**config.mk**
```make
export PLATFORM = sky130hd
export DESIGN_NAME = bcd_to_bin
export DESIGN_NICKNAME = d
export VERILOG_FILES = /design/src/rtl/bcd_to_bin.sv
export SDC_FILE = /design/constraint.sdc
export NUM_CORES = 1
export LEC_CHECK = 0
export CAP_MARGIN = 0
export CORE_MARGIN = 4
export CORE_UTILIZATION = 30
export CTS_BUF_LIST = sky130_fd_sc_hd__clkbuf_8
export DETAILED_ROUTE_END_ITERATION = 8
export PLACE_DENSITY = 0.46
export RECOVER_POWER = 100
export SYNTH_ARGS = -nofsm -noshare
export SYNTH_HDL_FRONTEND = slang
export SYNTH_SLANG_ARGS = --single-unit
```
**constraint.sdc**
```tcl
create_clock -name in_clk -period 7.42 [get_ports in_clk]
set_input_delay 1.484 -clock in_clk [delete_from_list [all_inputs] [get_ports in_clk]]
set_output_delay 1.484 -clock in_clk [all_outputs]
set_load 0.005 [all_outputs]
```
**src/rtl/bcd_to_bin.sv**
```systemverilog
// bcd_to_bin: sequential packed-BCD to binary converter.
// One digit is folded in per clock, most significant first, as
// acc = acc*10 + digit. The multiply-by-ten is built from two shifts
// and an add, so no multiplier or divider is needed. A conversion
// takes NDIGITS edges after the start edge. Any digit above 9 marks
// the result invalid: data is forced to zero and bcd_err is raised.
module bcd_to_bin #(
  parameter int NDIGITS = 4,
  parameter int OUT_W   = 32
) (
  input  logic                   in_clk,
  input  logic                   rst,
  input  logic                   start,
  input  logic [4*NDIGITS-1:0]   bcd_in,
  output logic                   busy,
  output logic                   done,
  output logic [OUT_W-1:0]       data,
  output logic                   bcd_err
);

  localparam int CNT_W = (NDIGITS > 1) ? $clog2(NDIGITS) : 1;
  localparam logic [CNT_W-1:0] LAST_CNT = CNT_W'(NDIGITS - 1);

  typedef enum logic {
    IDLE = 1'b0,
    CONV = 1'b1
  } state_t;

  state_t                 state;
  logic [4*NDIGITS-1:0]   sreg;
  logic [OUT_W-1:0]       acc;
  logic [CNT_W-1:0]       cnt;
  logic                   err;

  logic [3:0]             digit;
  logic [OUT_W-1:0]       acc_nxt;
  logic                   err_nxt;

  // acc*10 + d, wrapping modulo 2^OUT_W
  function automatic logic [OUT_W-1:0] mac10(input logic [OUT_W-1:0] a,
                                             input logic [3:0]       d);
    logic [OUT_W-1:0] d_ext;
    d_ext = {{(OUT_W-4){1'b0}}, d};
    return (a << 3) + (a << 1) + d_ext;
  endfunction

  // Next accumulator value and sticky error for the digit at the top of the shift register
  always_comb begin
    digit   = sreg[4*NDIGITS-1 -: 4];
    acc_nxt = mac10(acc, digit);
    err_nxt = err | (digit > 4'd9);
  end

  // Control FSM with registered outputs: capture in IDLE, one digit per edge in CONV
  always_ff @(posedge in_clk or negedge rst) begin
    if (!rst) begin
      state   <= IDLE;
      sreg    <= '0;
      acc     <= '0;
      cnt     <= '0;
      err     <= 1'b0;
      busy    <= 1'b0;
      done    <= 1'b0;
      data    <= '0;
      bcd_err <= 1'b0;
    end else begin
      done <= 1'b0;
      case (state)
        IDLE: begin
          if (start) begin
            sreg    <= bcd_in;
            acc     <= '0;
            cnt     <= '0;
            err     <= 1'b0;
            bcd_err <= 1'b0;
            busy    <= 1'b1;
            state   <= CONV;
          end
        end
        CONV: begin
          acc  <= acc_nxt;
          sreg <= sreg << 4;
          cnt  <= cnt + CNT_W'(1);
          err  <= err_nxt;
          // Last digit: publish the result, the error includes this digit
          if (cnt == LAST_CNT) begin
            data    <= err_nxt ? '0 : acc_nxt;
            bcd_err <= err_nxt;
            done    <= 1'b1;
            busy    <= 1'b0;
            state   <= IDLE;
          end
        end
        default: state <= IDLE;
      endcase
    end
  end

endmodule

```
==> results_dict.tcl <==
set metrics [dict create \
    die_w_um 138 \
    r2r_end "acc[29]$_DFFE_PN0P_" \
    synth_cell_type_count 44 \
    detail-route-antenna-nets 0 \
    drv_cap 2 \
    setup_violations 0 \
    ys_ff_latch 86 \
    drt-pass1-iter-count 4 \
    clock-sinks 86 \
    fin_crit_sh 0.599 \
    synth_largest_area_cell "dfrtp_1" \
    crit_type "in2reg" \
    grt_max_degree 66 \
    rrSetupSlack_ps 3460 \
    drc 0 \
    grtUsageTotal 0.137 \
    min_to "data[31]$_DFFE_PN0P_" \
    portBuffers 53 \
    fillCellCount 1672 \
    worstHoldPathCells 2 \
    synth_edf_count 0 \
    required_ps 7740 \
    avgSynthCellArea_um2 10.5 \
    fmax_mhz 225 \
    final_nets 610 \
    final_layout_size_suffix_gt1_frac 0.0449 \
    synthCells 480 \
    synth_nets 560 \
    synth_compound_area_frac 0.226 \
    dr_wl_met3_um 432 \
    cp_data_arrival_time_ps 4770 \
    met2WireLength_mm 5.27 \
    yosysWarnings 0 \
    tns_ps 0 \
    reg2reg_depth 13 \
    worstMarginPinSlew_ps 1740 \
    dp_hpwl_mm 8.69 \
    violations "max-capacitance violations, max-slew violations" \
    period_needed_ps 4440 \
    yosys.area_share.simple 0.0881 \
    die_h_um 138 \
    num_vias 3803 \
    place_congestion 0.818 \
    antenna_found_initial 0 \
    path_max_fanout 21 \
    drv_slew 65 \
    relSlewSlack -0.157 \
    cts_buffers 9 \
    grt_overflow 0 \
    hold_path_class "reg2reg" \
    cp-start-kind "primary input" \
    seq_area_um2 2150 \
    synth_top_family_by_area "compound AO/OA/AOI/OAI gates" \
    clock_latency_ps 390 \
    hold_violations 0 \
    rsz0062_at_grt "no" \
    min_from "data[31]$_DFFE_PN0P_" \
    die_area_um2 18900 \
    fin_skew_ps 14.6 \
    status "finished with violations" \
    synth_area_leaders "dfrtp_1, ha_1, a22o_1" \
    path_clk_slew_ps 90 \
    drtIter0Drc 267 \
    yosys.area.top_type_share 0.427 \
    hold_buffers 0 \
    synth_flop_cell "dfrtp_1" \
    final_common_cell "dfrtp_1" \
    synthAdderAreaFrac 0.154 \
    syn-cell-area_um2 5040 \
    wl_met1_mm 6.35 \
    synthArstFlopShare 1.00 \
    grt_first_pass_wirelength_mm 20.2 \
    clock_path_buffers 2 \
    ys_seq_area_frac 0.427 \
    diodes 0 \
    cts_max_level 3 \
    via_per_inst 5.04 \
    cts_resized 0 \
    rows 47 \
    wire_per_inst_um 16.2 \
    core_um2 16500 \
    ioPinCount 54 \
    cts_setup_buffers 0 \
    grt_pass1_vias 3825 \
    root_buffer "clkbuf_8" \
    multiInputGateArea_um2 2710 \
    area_delta_synth_final_pct 17.9 \
    wl_mm 12.2 \
    r2r-start "sreg[15]$_DFFE_PN0P_" \
    mostFrequentLayoutCells "dfrtp_1, ha_1, a22o_1" \
    synth_mux_area_frac 0.0318 \
    synth-xor-area-share 0.0434 \
    cts_tree "done" \
    initial_core_util 0.305 \
    end_kind "register" \
    top_layer "met4" \
]
synthesized netlist by cell type (all sizes together) (3+ instances only):
library cell	n
and3	4
nor2b	3
a221oi	4
o31ai	6
nand3	10
o21bai	3
nand4	3
o21ai	32
ha	59
dfrtp	86
nor3	7
inv	19
buf	6
a21oi	24
nand2	40
a22o	51
a32o	4
clkbuf	14
xor2	10
o21a	3
mux2i	16
xnor2	15
a21o	11
nor2	27
a31oi	5
o2111ai	3
worst max path at each step:
stage,startpoint,endpoint,cells past startpoint
finish,start,acc[28]$_DFFE_PN0P_,6
CTS,sreg[15]$_DFFE_PN0P_,acc[27]$_DFFE_PN0P_,13
detailed placement,start,acc[28]$_DFFE_PN0P_,6
global placement,start,acc[28]$_DFFE_PN0P_,6
global route,start,acc[28]$_DFFE_PN0P_,6
floorplan,sreg[15]$_DFFE_PN0P_,acc[29]$_DFFE_PN0P_,13
flip-flops by register name, summed over array words and instances (netlist names):
| name | flops |
|---|---|
| acc | 31 |
| bcd_err | 1 |
| busy | 1 |
| cnt | 2 |
| data | 32 |
| done | 1 |
| err | 1 |
| sreg | 16 |
| state | 1 |
per-layer routing:
layer,up-vias,GRT usage
met5,-,0
met4,0,0.0499
met3,13,0.0245
met2,69,0.201
met1,1836,0.200
li1,1885,-
critical path, cell delays in order:
cell and delay, ps:
dlygate4sd3_1 530, clkbuf_1 550, nor2_1 1090, clkbuf_1 760, a221oi_1 210, nand3_1 120
area by class of cell:
| class | count | area share |
|---|---|---|
| Clock buffer | 9 | 0.0208 |
| Clock inverter | 7 | 0.00842 |
| Inverter | 19 | 0.0120 |
| Multi-Input combinational cell | 355 | 0.456 |
| Sequential cell | 86 | 0.362 |
| Tap cell | 220 | 0.0463 |
| Timing Repair Buffer | 59 | 0.0939 |
cells by family (layout without fill, tap and decap cells):
| group | Yosys count | in the layout |
|---|---|---|
| fa+ha+maj | 61 | 61 |
| xor+xnor | 25 | 25 |
| compound gates | 153 | 153 |
| flops | 86 | 86 |
| simple gates | 100 | 100 |
| buf+inv | 39 | 94 |
| mux | 16 | 16 |
through the flow:
| step | setup slack [ps] | area, um2 | util | hold slack [ps] | instances |
|---|---|---|---|---|---|
| 2_1_floorplan | 4330 | 5040 | - | 449 | 480 |
| 3_3_place_gp | 4050 | 5820 | 0.352 | 463 | 739 |
| 3_5_place_dp | 4020 | 5820 | 0.352 | 474 | 739 |
| 4_1_cts | 4030 | 6000 | 0.363 | 503 | 755 |
| 5_1_grt | 2660 | 5940 | 0.360 | 517 | 755 |
| 6_report | 2980 | 5940 | 0.360 | 491 | 755 |
Power is left out: the tool's default activity adds up to more than one toggle a clock period on the data nets, which glitch-free logic cannot reach.
